## src/rtl/vdp_super_res_writer.sv

```systemverilog
// Packs CPU bytes into super-res VRAM words, queues them, and drains one per AP slot (cx[1:0]==2'b10).
// Optional build macro SUPER_RES_WRITER_PARTIAL_FLUSH_EN: address loads flush a partial word.
module vdp_super_res_writer #(
   parameter int FIFO_DEPTH = 4
) (
   input  logic        clk,
   input  logic        reset,
   input  logic        vdp_super,
   input  logic        super_color,
   input  logic        super_mid,
   input  logic [10:0] cx,
   input  logic        addr_wr,
   input  logic [16:0] addr_in,
   input  logic        byte_wr,
   input  logic [7:0]  byte_in,
   output logic        cpu_wait,
   output logic        overflow,
   output logic        vram_wr_en,
   output logic [16:0] vram_wr_addr,
   output logic [31:0] vram_wr_data,
   output logic [3:0]  vram_wr_be
);
   localparam int PW = $clog2(FIFO_DEPTH);
   localparam int CW = PW + 1;
   localparam logic [CW-1:0] FULL_CNT = CW'(FIFO_DEPTH);

   logic        w_active, w_mid, w_last, w_mode_sw, w_push, w_pop, w_full;
   logic [1:0]  w_lane;
   logic [31:0] w_word_next;
   logic        w_unused;

   logic [16:0] r_wr_ptr;
   logic [1:0]  r_byte_cnt;
   logic [31:0] r_word;
   logic        r_mode_mid;
   logic        r_overflow;
   logic        r_pend_valid;
   logic [16:0] r_pend_addr;
   logic [31:0] r_pend_data;
   logic [3:0]  r_pend_be;

   logic [16:0] r_fifo_addr [FIFO_DEPTH];
   logic [31:0] r_fifo_data [FIFO_DEPTH];
   logic [3:0]  r_fifo_be   [FIFO_DEPTH];
   logic [PW-1:0] r_wp, r_rp;
   logic [CW-1:0] r_count;

   logic        r_wr_en;
   logic [16:0] r_wr_addr;
   logic [31:0] r_wr_data;
   logic [3:0]  r_wr_be;

   // Colour mode takes priority when both mode bits are set.
   assign w_active  = vdp_super & (super_color | super_mid);
   assign w_mid     = ~super_color;
   assign w_mode_sw = (w_mid != r_mode_mid);
   assign w_last    = w_mid ? (r_byte_cnt == 2'd3) : (r_byte_cnt == 2'd2);
   assign w_full    = (r_count == FULL_CNT);
   assign w_push    = r_pend_valid;
   assign w_pop     = w_active & (cx[1:0] == 2'b01) & (r_count != '0);
   assign w_unused  = ^{cx[10:2], addr_in[0]};

   // Byte lane for the next byte: colour R,G,B -> 2,1,0; mid lo,hi,lo,hi -> 2,3,0,1.
   always_comb begin
      w_lane = 2'd0;
      case ({w_mid, r_byte_cnt})
         3'b000:  w_lane = 2'd2;
         3'b001:  w_lane = 2'd1;
         3'b010:  w_lane = 2'd0;
         3'b100:  w_lane = 2'd2;
         3'b101:  w_lane = 2'd3;
         3'b110:  w_lane = 2'd0;
         3'b111:  w_lane = 2'd1;
         default: w_lane = 2'd0;
      endcase
      w_word_next = r_word;
      w_word_next[w_lane*8 +: 8] = byte_in;
   end

`ifdef SUPER_RES_WRITER_PARTIAL_FLUSH_EN
   logic [3:0] w_part_be;
   assign w_part_be = w_mid ? {r_byte_cnt >= 2'd2, 1'b1, 1'b0, r_byte_cnt == 2'd3}
                            : {1'b0, 1'b1, r_byte_cnt >= 2'd2, 1'b0};
`endif

   always_ff @(posedge clk or posedge reset) begin
      if (reset) begin
         r_wr_ptr     <= '0;
         r_byte_cnt   <= '0;
         r_word       <= '0;
         r_mode_mid   <= 1'b0;
         r_overflow   <= 1'b0;
         r_pend_valid <= 1'b0;
         r_pend_addr  <= '0;
         r_pend_data  <= '0;
         r_pend_be    <= '0;
      end else begin
         r_mode_mid   <= w_mid;
         r_pend_valid <= 1'b0;
         if (!w_active) begin
            r_byte_cnt <= '0;
            r_word     <= '0;
            r_overflow <= 1'b0;
         end else if (addr_wr) begin
            r_wr_ptr   <= {addr_in[16:1], 1'b0};
            r_byte_cnt <= '0;
            r_word     <= '0;
            r_overflow <= 1'b0;
`ifdef SUPER_RES_WRITER_PARTIAL_FLUSH_EN
            if (r_byte_cnt != 2'd0) begin
               if (w_full) begin
                  r_overflow <= 1'b1;
               end else begin
                  r_pend_valid <= 1'b1;
                  r_pend_addr  <= r_wr_ptr;
                  r_pend_data  <= r_word;
                  r_pend_be    <= w_part_be;
               end
            end
`endif
         end else if (w_mode_sw) begin
            r_byte_cnt <= '0;
            r_word     <= '0;
         end else if (byte_wr) begin
            if (w_full) begin
               r_overflow <= 1'b1;
            end else if (w_last) begin
               r_pend_valid <= 1'b1;
               r_pend_addr  <= r_wr_ptr;
               r_pend_data  <= w_word_next;
               r_pend_be    <= 4'hF;
               r_wr_ptr     <= r_wr_ptr + 17'd2;
               r_byte_cnt   <= '0;
               r_word       <= '0;
            end else begin
               r_word     <= w_word_next;
               r_byte_cnt <= r_byte_cnt + 2'd1;
            end
         end
      end
   end

   always_ff @(posedge clk) begin
      if (w_push) begin
         r_fifo_addr[r_wp] <= r_pend_addr;
         r_fifo_data[r_wp] <= r_pend_data;
         r_fifo_be[r_wp]   <= r_pend_be;
      end
   end

   always_ff @(posedge clk or posedge reset) begin
      if (reset) begin
         r_wp      <= '0;
         r_rp      <= '0;
         r_count   <= '0;
         r_wr_en   <= 1'b0;
         r_wr_addr <= '0;
         r_wr_data <= '0;
         r_wr_be   <= '0;
      end else if (!w_active) begin
         r_wp      <= '0;
         r_rp      <= '0;
         r_count   <= '0;
         r_wr_en   <= 1'b0;
         r_wr_addr <= '0;
         r_wr_data <= '0;
         r_wr_be   <= '0;
      end else begin
         if (w_push) r_wp <= r_wp + PW'(1);
         if (w_pop) begin
            r_rp      <= r_rp + PW'(1);
            r_wr_en   <= 1'b1;
            r_wr_addr <= r_fifo_addr[r_rp];
            r_wr_data <= r_fifo_data[r_rp];
            r_wr_be   <= r_fifo_be[r_rp];
         end else begin
            r_wr_en   <= 1'b0;
            r_wr_addr <= '0;
            r_wr_data <= '0;
            r_wr_be   <= '0;
         end
         // Simultaneous push and pop leaves the occupancy unchanged, even when full.
         case ({w_push, w_pop})
            2'b10:   r_count <= r_count + CW'(1);
            2'b01:   r_count <= r_count - CW'(1);
            default: r_count <= r_count;
         endcase
      end
   end

   assign cpu_wait     = w_active & w_full;
   assign overflow     = r_overflow;
   assign vram_wr_en   = r_wr_en;
   assign vram_wr_addr = r_wr_addr;
   assign vram_wr_data = r_wr_data;
   assign vram_wr_be   = r_wr_be;

endmodule

```

## config.mk

```make
export PLATFORM = sky130hd
export DESIGN_NAME = vdp_super_res_writer
export DESIGN_NICKNAME = d
export VERILOG_FILES = /design/src/rtl/vdp_super_res_writer.sv
export SDC_FILE = /design/constraint.sdc
export NUM_CORES = 1
export LEC_CHECK = 0
export ABC_AREA = 1
export CAP_MARGIN = 0
export CORE_UTILIZATION = 63
export CTS_CLUSTER_DIAMETER = 100
export DETAILED_ROUTE_END_ITERATION = 10
export PLACE_DENSITY = 0.95
export RECOVER_POWER = 50
export SYNTH_ARGS = -nofsm -noshare
export SYNTH_HDL_FRONTEND = slang
export SYNTH_SLANG_ARGS = --single-unit
```

## constraint.sdc

```tcl
create_clock -name clk -period 9.05 [get_ports clk]
set_input_delay 2.715 -clock clk [delete_from_list [all_inputs] [get_ports clk]]
set_output_delay 2.715 -clock clk [all_outputs]
set_load 0.005 [all_outputs]
```

==> run_summary.xml, run 1 <==
<?xml version="1.0" encoding="UTF-8"?>
<metrics>
  <group name="clock_network">
    <metric name="tritoncts_clock_tree" unit="">yes</metric>
    <metric name="clock_tree.buffer_depth" unit="">3</metric>
    <metric name="cts_resized" unit="">0</metric>
    <metric name="cts.repair_timing.setup_buffer_count" unit="">0</metric>
    <metric name="cts.hold.buffers_added" unit="">0</metric>
    <metric name="numClockSinks" unit="">356</metric>
    <metric name="numCtsBuffers" unit="">36</metric>
    <metric name="cts_htree_levels" unit="">2</metric>
    <metric name="cts.reportedPaths.clkPinSlew" unit="ps">60</metric>
    <metric name="cell_at_the_root_of_the_clock_tree" unit="">sky130_fd_sc_hd__clkbuf_16</metric>
    <metric name="clk-insertion-delay-late" unit="ps">540</metric>
  </group>
  <group name="timing">
    <metric name="fin_crit" unit="ps">7080</metric>
    <metric name="peak_freq" unit="GHz">0.141</metric>
    <metric name="maxSlewViolCount" unit="">126</metric>
    <metric name="final.hold.worst_slack" unit="ps">507</metric>
    <metric name="finalCritPeriodShare" unit="%">78.3</metric>
    <metric name="worst_margin_slew" unit="ps">2280</metric>
    <metric name="rsz0062_at_grt" unit="">false</metric>
    <metric name="setup_viol" unit="">0</metric>
    <metric name="setup_total_neg_slack" unit="ps">0</metric>
    <metric name="slew_headroom" unit="%">-52.3</metric>
    <metric name="finalHoldViolCount" unit="">0</metric>
    <metric name="final_critical_path_setup_slack" unit="ps">1970</metric>
    <metric name="fin_worst_skew" unit="ps">24.6</metric>
  </group>
  <group name="placement">
    <metric name="numPlacedInstances" unit="">1668</metric>
    <metric name="place.gp.congestion" unit="">0.915</metric>
    <metric name="io_buffers" unit="">88</metric>
    <metric name="dp_slack" unit="ps">2040</metric>
    <metric name="placed_cell_area" unit="µm²">15400</metric>
    <metric name="hpwlAfterDp" unit="µm">18000</metric>
  </group>
  <group name="synthesis">
    <metric name="yosysUniqueCellTypes" unit="">39</metric>
    <metric name="synthTopCellsByArea" unit="">sky130_fd_sc_hd__edfxtp_1, sky130_fd_sc_hd__dfrtp_1, sky130_fd_sc_hd__nand2_1</metric>
    <metric name="synth_commonest_cells" unit="">sky130_fd_sc_hd__nand2_1, sky130_fd_sc_hd__nor2_1, sky130_fd_sc_hd__edfxtp_1</metric>
    <metric name="ys_warn_count" unit="">0</metric>
    <metric name="asyncSetResetFlopFracSynth" unit="%">44.9</metric>
    <metric name="net_count_after_synthesis" unit="">1410</metric>
    <metric name="synth_seq_cells" unit="">356</metric>
    <metric name="ys.flop_type" unit="">sky130_fd_sc_hd__edfxtp_1</metric>
    <metric name="synth_top_cell_area_share" unit="%">41.0</metric>
    <metric name="syn_area_per_cell" unit="µm²">10.6</metric>
    <metric name="synth-edff-count" unit="">196</metric>
    <metric name="synth_area_leader_cell" unit="">sky130_fd_sc_hd__edfxtp_1</metric>
    <metric name="number_of_cells_produced_by_synthesis" unit="">1355</metric>
    <metric name="most_frequent_cell_after_synthesis" unit="">sky130_fd_sc_hd__nand2_1</metric>
    <metric name="yosysSeqAreaShare" unit="%">68.9</metric>
    <metric name="syn-cell-area" unit="µm²">14400</metric>
  </group>
  <group name="worst_hold_path">
    <metric name="sink_of_the_worst_hold_path" unit="">overflow$_DFFE_PP0P_</metric>
    <metric name="holdCritStartpoint" unit="">overflow$_DFFE_PP0P_</metric>
    <metric name="min_path_type" unit="">reg2reg</metric>
    <metric name="hold_critical_path_depth" unit="">2</metric>
  </group>
  <group name="setup_path">
    <metric name="crit_path_cell_trace" unit="">clkdlybuf4s50_1 -&gt; o21ai_0 -&gt; nor4_1 -&gt; clkdlybuf4s50_1</metric>
    <metric name="cp.required" unit="ps">6340</metric>
    <metric name="critPathLaunchType" unit="">primary input</metric>
    <metric name="r2r-end" unit="">r_fifo_data[1][19]$_DFFE_PP_</metric>
    <metric name="worstPathArrival" unit="ps">4370</metric>
    <metric name="cp_common_cell" unit="">sky130_fd_sc_hd__clkdlybuf4s50_1</metric>
    <metric name="critical_path.slowest_cell" unit="">sky130_fd_sc_hd__clkdlybuf4s50_1</metric>
    <metric name="worstSetupPathType" unit="">in2out</metric>
    <metric name="r2r-start" unit="">r_wp[1]$_DFFE_PP0P_</metric>
    <metric name="setup.reg_to_reg.worst_slack" unit="ps">5560</metric>
    <metric name="critical_path_peak_fanout" unit="">6</metric>
    <metric name="ff2ff_path_depth" unit="">5</metric>
    <metric name="highest_cell_delay_on_the_worst_timing_path" unit="ps">650</metric>
    <metric name="setup.worst_path.end_class" unit="">primary output</metric>
  </group>
  <group name="power_and_ir_drop">
    <metric name="power.share.sequential" unit="%">51.2</metric>
    <metric name="cellLeakagePower" unit="nW">6.53</metric>
    <metric name="switchingPower" unit="mW">0.781</metric>
    <metric name="finalPower" unit="mW">3.41</metric>
    <metric name="vdd_ir_drop_max" unit="µV">188</metric>
    <metric name="power_density" unit="nW/µm²">207</metric>
    <metric name="power.combinational.fraction" unit="%">5.3</metric>
    <metric name="switching_share" unit="%">22.9</metric>
    <metric name="power_report.internal_total" unit="mW">2.63</metric>
    <metric name="share_clk_of_total_power" unit="%">43.5</metric>
  </group>
  <group name="global_route">
    <metric name="grt_antenna_before_repair" unit="">0</metric>
    <metric name="gr-usage-all-layers" unit="%">31.9</metric>
    <metric name="overflow_left_after_global_routing" unit="">0</metric>
    <metric name="pin_count_of_the_biggest_net_entering_global_routing" unit="">100</metric>
    <metric name="grt_pass1_wl" unit="µm">57300</metric>
    <metric name="number_of_global_route_vias_before_repair" unit="">11148</metric>
  </group>
  <group name="final_layout">
    <metric name="post-route-cell-area" unit="µm²">16500</metric>
    <metric name="finalCoreUtilization" unit="%">74.8</metric>
    <metric name="final_antenna_diode_count" unit="">0</metric>
    <metric name="layout-drive-gt1-share" unit="%">5.57</metric>
    <metric name="final_cells" unit="">1733</metric>
    <metric name="layout.filler_cells" unit="">1214</metric>
    <metric name="finalNetCount" unit="">1481</metric>
    <metric name="synthToLayoutAreaGrowth" unit="%">15.1</metric>
  </group>
  <group name="floorplanning">
    <metric name="initial_utilization" unit="%">65.0</metric>
    <metric name="io_pins" unit="">99</metric>
    <metric name="floorplan.rows" unit="">54</metric>
    <metric name="die-height" unit="µm">153</metric>
    <metric name="core" unit="µm²">22100</metric>
    <metric name="die-width" unit="µm">153</metric>
    <metric name="die_area" unit="µm²">23400</metric>
  </group>
  <group name="run_status">
    <metric name="failed_checks" unit="">max-capacitance violations, max-slew violations</metric>
    <metric name="outcome" unit="">complete, but fails checks</metric>
  </group>
  <group name="routing">
    <metric name="drt-initial-drc-count" unit="">1482</metric>
    <metric name="detailroute.via_count" unit="">10941</metric>
    <metric name="drtAntennaViolNets" unit="">0</metric>
    <metric name="drt_wl_cell" unit="µm">20.8</metric>
    <metric name="remaining_drc_errors" unit="">0</metric>
    <metric name="routed_wl" unit="µm">36000</metric>
    <metric name="drt-pass1-iter-count" unit="">9</metric>
    <metric name="routed_via_density" unit="">6.31</metric>
  </group>
  <group name="flow_run">
    <metric name="maxCapViolCount" unit="">4</metric>
  </group>
</metrics>
## worst max path at each step
stage / from / cells past startpoint / slack, ps / endpoint
finish: super_color / 4 / 1970 / cpu_wait
global route: super_color / 4 / 1870 / cpu_wait
CTS: super_color / 4 / 2000 / cpu_wait
detailed placement: super_color / 4 / 2040 / cpu_wait
global placement: super_color / 4 / 2020 / cpu_wait
floorplan: reset / 1 / 2020 / overflow$_DFFE_PP0P_
## critical path, delay by kind of cell
kind                   cells  cell delay, ps
AO/OA/AOI/OAI              1             220
AND/OR/NAND/NOR            1             230
buffers and inverters      2            1200
## metal layers
metal	up-vias	routed length, µm	global-route usage (%)
li1	4657	-	-
met1	5145	12400	38.5
met2	909	17600	53.4
met3	230	3980	7.20
met4	0	2040	18.1
met5	-	0	0
## kinds of logic after synthesis
logic type | count (synthesis) | synth area share [%]
compound gates | 262 | 9.33
simple gates | 550 | 15.6
other cells | 1 | 0.0261
fa+ha+maj | 12 | 1.10
buf+inv | 172 | 4.96
flops | 356 | 68.9
xor+xnor | 2 | 0.122
## area by class of cell
type                       count  area [µm²]  share of cell area, %
clock buffer                  48         987                   5.98
clock inverter                17         174                   1.05
sequential                   356        9890                   59.9
multi-input combinational    827        3760                   22.8
tap                          280         350                   2.12
timing repair buffer         100         956                   5.79
inverter                     105         402                   2.43
## registers in the layout, indices dropped and copies added, names as in the netlist
name and cells:
vram_wr_be 1, r_fifo_be 4, r_wr_ptr 16, r_pend_be 1
r_word 32, r_fifo_data 128, r_byte_cnt 2, r_mode_mid 1
vram_wr_addr 17, r_count 3, vram_wr_data 32, r_rp 2
r_fifo_addr 64, r_pend_addr 16, vram_wr_en 1, r_pend_valid 1
r_pend_data 32, r_wp 2, overflow 1
## power by group through the flow
stage               clock network [mW]  logic [mW]  registers (mW)
floorplan                            0       0.117            1.77
CTS                               1.48       0.178            1.75
finish                            1.48       0.181            1.75
global route                      1.54       0.200            1.75
detailed placement                   0       0.173            1.78
global placement                     0       0.165            1.78
## cell usage in the layout, fill, tap and decap left out, types with 8 or more instances in the layout
master,netlist,routed
sky130_fd_sc_hd__nand3_1,54,53
sky130_fd_sc_hd__a21oi_1,54,54
sky130_fd_sc_hd__clkdlybuf4s50_1,0,88
sky130_fd_sc_hd__clkbuf_1,29,13
sky130_fd_sc_hd__nand4_1,8,8
sky130_fd_sc_hd__edfxtp_1,196,196
sky130_fd_sc_hd__clkbuf_16,0,37
sky130_fd_sc_hd__dfrtp_1,160,159
sky130_fd_sc_hd__nand2_1,239,239
sky130_fd_sc_hd__ha_1,11,11
sky130_fd_sc_hd__inv_1,97,94
sky130_fd_sc_hd__o21ai_1,44,44
sky130_fd_sc_hd__nor2_1,233,233
sky130_fd_sc_hd__o21ai_0,144,144
sky130_fd_sc_hd__buf_4,5,8
sky130_fd_sc_hd__o22ai_1,16,16
Note: power is estimated with default switching activity, not from simulation.
==> run 2: changes to the inputs <==
CORE_UTILIZATION = 59   (was 63)
PLACE_DENSITY = 0.91   (was 0.95)
clock period = 6.8 ns   (was 9.05 ns; I/O delays follow)
==> run 2 against run 1 <==
Effect of this change: the run still ends with max-capacitance violations, max-slew violations left; worst setup slack worse by 950 ps; die area is 6.7% higher; combinational power is 28% higher; first-iteration DRC count is 34% lower; count of clock-buffer cells in the layout is 3 lower; flip-flop and latch count stayed put; core utilization is 4.9 points lower; sequential power is 33% higher; cell count is 2.0% higher; critical path type unchanged; critical endpoint unchanged; highest routed layer unchanged.
==> run_summary.xml, run 2 (synthesized netlist as in run 1, its figures left out) <==
<?xml version="1.0" encoding="UTF-8"?>
<metrics>
  <group name="run_status">
    <metric name="outcome" unit="">complete, but fails checks</metric>
    <metric name="failed_checks" unit="">max-capacitance violations, max-slew violations</metric>
  </group>
  <group name="timing">
    <metric name="slew_headroom" unit="%">-121</metric>
    <metric name="finalCritPeriodShare" unit="%">85.0</metric>
    <metric name="peak_freq" unit="GHz">0.173</metric>
    <metric name="fin_crit" unit="ps">5780</metric>
    <metric name="worst_margin_slew" unit="ps">3320</metric>
    <metric name="setup_total_neg_slack" unit="ps">0</metric>
    <metric name="rsz0062_at_grt" unit="">false</metric>
    <metric name="final.hold.worst_slack" unit="ps">507</metric>
    <metric name="setup_viol" unit="">0</metric>
    <metric name="fin_worst_skew" unit="ps">21.3</metric>
    <metric name="finalHoldViolCount" unit="">0</metric>
    <metric name="maxSlewViolCount" unit="">184</metric>
  </group>
  <group name="global_route">
    <metric name="gr-usage-all-layers" unit="%">26.0</metric>
    <metric name="grt_pass1_wl" unit="µm">49500</metric>
    <metric name="grt_antenna_before_repair" unit="">0</metric>
    <metric name="overflow_left_after_global_routing" unit="">0</metric>
    <metric name="number_of_global_route_vias_before_repair" unit="">9969</metric>
    <metric name="pin_count_of_the_biggest_net_entering_global_routing" unit="">101</metric>
  </group>
  <group name="clock_network">
    <metric name="clock_tree.buffer_depth" unit="">3</metric>
    <metric name="numClockSinks" unit="">356</metric>
    <metric name="tritoncts_clock_tree" unit="">yes</metric>
    <metric name="cts.reportedPaths.clkPinSlew" unit="ps">60</metric>
    <metric name="cts.hold.buffers_added" unit="">0</metric>
    <metric name="cell_at_the_root_of_the_clock_tree" unit="">sky130_fd_sc_hd__clkbuf_16</metric>
    <metric name="cts_resized" unit="">0</metric>
    <metric name="cts.repair_timing.setup_buffer_count" unit="">0</metric>
    <metric name="cts_htree_levels" unit="">2</metric>
    <metric name="numCtsBuffers" unit="">34</metric>
    <metric name="clk-insertion-delay-late" unit="ps">520</metric>
  </group>
  <group name="final_layout">
    <metric name="post-route-cell-area" unit="µm²">16600</metric>
    <metric name="synthToLayoutAreaGrowth" unit="%">15.3</metric>
    <metric name="mostFrequentLayoutCell" unit="">sky130_fd_sc_hd__nand2_1</metric>
    <metric name="reg.largest.list" unit="">r_fifo_data (128), r_fifo_addr (64)</metric>
    <metric name="final_antenna_diode_count" unit="">0</metric>
    <metric name="most-common-layout-cells" unit="">sky130_fd_sc_hd__nand2_1, sky130_fd_sc_hd__nor2_1, sky130_fd_sc_hd__edfxtp_1</metric>
    <metric name="max_flop_register" unit="">r_fifo_data</metric>
    <metric name="largest_reg_flops" unit="">128</metric>
    <metric name="layout-drive-gt1-share" unit="%">5.73</metric>
    <metric name="final_cells" unit="">1768</metric>
    <metric name="finalNetCount" unit="">1479</metric>
    <metric name="layout.filler_cells" unit="">1537</metric>
  </group>
  <group name="setup_path">
    <metric name="setup.worst_path.end_class" unit="">primary output</metric>
    <metric name="critical_path_peak_fanout" unit="">6</metric>
    <metric name="worstSetupPathType" unit="">in2out</metric>
    <metric name="cp.required" unit="ps">4760</metric>
    <metric name="critPathLaunchType" unit="">primary input</metric>
    <metric name="worstPathArrival" unit="ps">3740</metric>
  </group>
  <group name="routing">
    <metric name="drt-pass1-iter-count" unit="">6</metric>
    <metric name="routed_wl" unit="µm">31400</metric>
    <metric name="drtAntennaViolNets" unit="">0</metric>
    <metric name="remaining_drc_errors" unit="">0</metric>
    <metric name="drt-initial-drc-count" unit="">976</metric>
    <metric name="routed_via_density" unit="">5.77</metric>
    <metric name="drt_wl_cell" unit="µm">17.8</metric>
    <metric name="detailroute.via_count" unit="">10197</metric>
  </group>
  <group name="floorplanning">
    <metric name="die-width" unit="µm">158</metric>
    <metric name="floorplan.rows" unit="">56</metric>
    <metric name="core" unit="µm²">23700</metric>
    <metric name="io_pins" unit="">99</metric>
    <metric name="initial_utilization" unit="%">60.6</metric>
    <metric name="die_area" unit="µm²">25000</metric>
    <metric name="die-height" unit="µm">158</metric>
  </group>
  <group name="power_and_ir_drop">
    <metric name="power_density" unit="nW/µm²">271</metric>
    <metric name="vdd_ir_drop_max" unit="µV">237</metric>
    <metric name="cellLeakagePower" unit="nW">6.53</metric>
    <metric name="finalPower" unit="mW">4.48</metric>
  </group>
  <group name="placement">
    <metric name="numPlacedInstances" unit="">1707</metric>
    <metric name="place.gp.congestion" unit="">0.844</metric>
    <metric name="io_buffers" unit="">88</metric>
    <metric name="placed_cell_area" unit="µm²">15400</metric>
    <metric name="hpwlAfterDp" unit="µm">17500</metric>
  </group>
  <group name="worst_hold_path">
    <metric name="min_path_type" unit="">reg2reg</metric>
  </group>
  <group name="flow_run">
    <metric name="maxCapViolCount" unit="">4</metric>
  </group>
</metrics>
==> run 2: cell types whose count changed in the layout (fill, tap and decap cells not counted) <==
cell / delta
sky130_fd_sc_hd__clkbuf_1: -5
sky130_fd_sc_hd__clkbuf_8: +3
sky130_fd_sc_hd__inv_1: -2
sky130_fd_sc_hd__clkbuf_16: -1
sky130_fd_sc_hd__clkinv_1: +1
sky130_fd_sc_hd__clkinv_2: +1
sky130_fd_sc_hd__clkinvlp_4: -1
sky130_fd_sc_hd__inv_2: +1
sky130_fd_sc_hd__inv_6: -1
==> run 2: worst paths after layout <==
| path | startpoint | endpoint | slack, ps | cells after the start |
|---|---|---|---|---|
| worst min register to register | r_pend_data[14]$_DFFE_PP0P_ | r_fifo_data[1][14]$_DFFE_PP_ | 510 | 0 |
| worst max-delay path | super_color | cpu_wait | 1020 | 4 |
| min in group asynchronous | reset | r_wr_ptr[16]$_DFFE_PP0P_ | 2030 | 2 |
| worst max register to register | r_wp[0]$_DFFE_PP0P_ | r_fifo_data[0][18]$_DFFE_PP_ | 3190 | 5 |
| worst min-delay path | r_pend_data[14]$_DFFE_PP0P_ | r_fifo_data[1][14]$_DFFE_PP_ | 510 | 0 |
| max in group asynchronous | reset | r_pend_data[5]$_DFFE_PP0P_ | 3720 | 3 |
==> run 2: critical path: stages <==
cell	delay, ps
sky130_fd_sc_hd__clkdlybuf4s50_1	680
sky130_fd_sc_hd__o21ai_0	250
sky130_fd_sc_hd__nor4_1	220
sky130_fd_sc_hd__clkdlybuf4s50_1	560
==> run 2: cell type report <==
class                           instances  area, µm²  share of cell area [%]
Clock buffer                           45        985                    5.95
Multi-Input combinational cell        827       3760                    22.7
Tap cell                              319        399                    2.41
Sequential cell                       356       9890                    59.7
Inverter                              105        402                    2.43
Clock inverter                         16        163                   0.982
Timing Repair Buffer                  100        956                    5.77
==> run 2: where the power goes <==
part | internal [mW] | leakage (nW) | switching [mW]
logic | 0.0711 | 2.41 | 0.161
registers | 2.29 | 3.56 | 0.0370
clock network | 1.14 | 0.560 | 0.783
total | 3.50 | 6.53 | 0.981
==> run 2: layer usage <==
metal  vias up  wire, µm  track usage [%]
met2       542     15900             45.4
met5         -         0                0
li1       4651         -                -
met4         0      1240             12.0
met3       136      2280             4.60
met1      4868     12100             31.4
==> run 2: per-stage QoR <==
stage                     util (%)  setup WS [ps]
final                         69.9           1020
after detailed placement      65.1           1120
after CTS                     70.0           1050
after floorplan                  -            440
after global placement        65.1           1070
after global routing          69.9            992
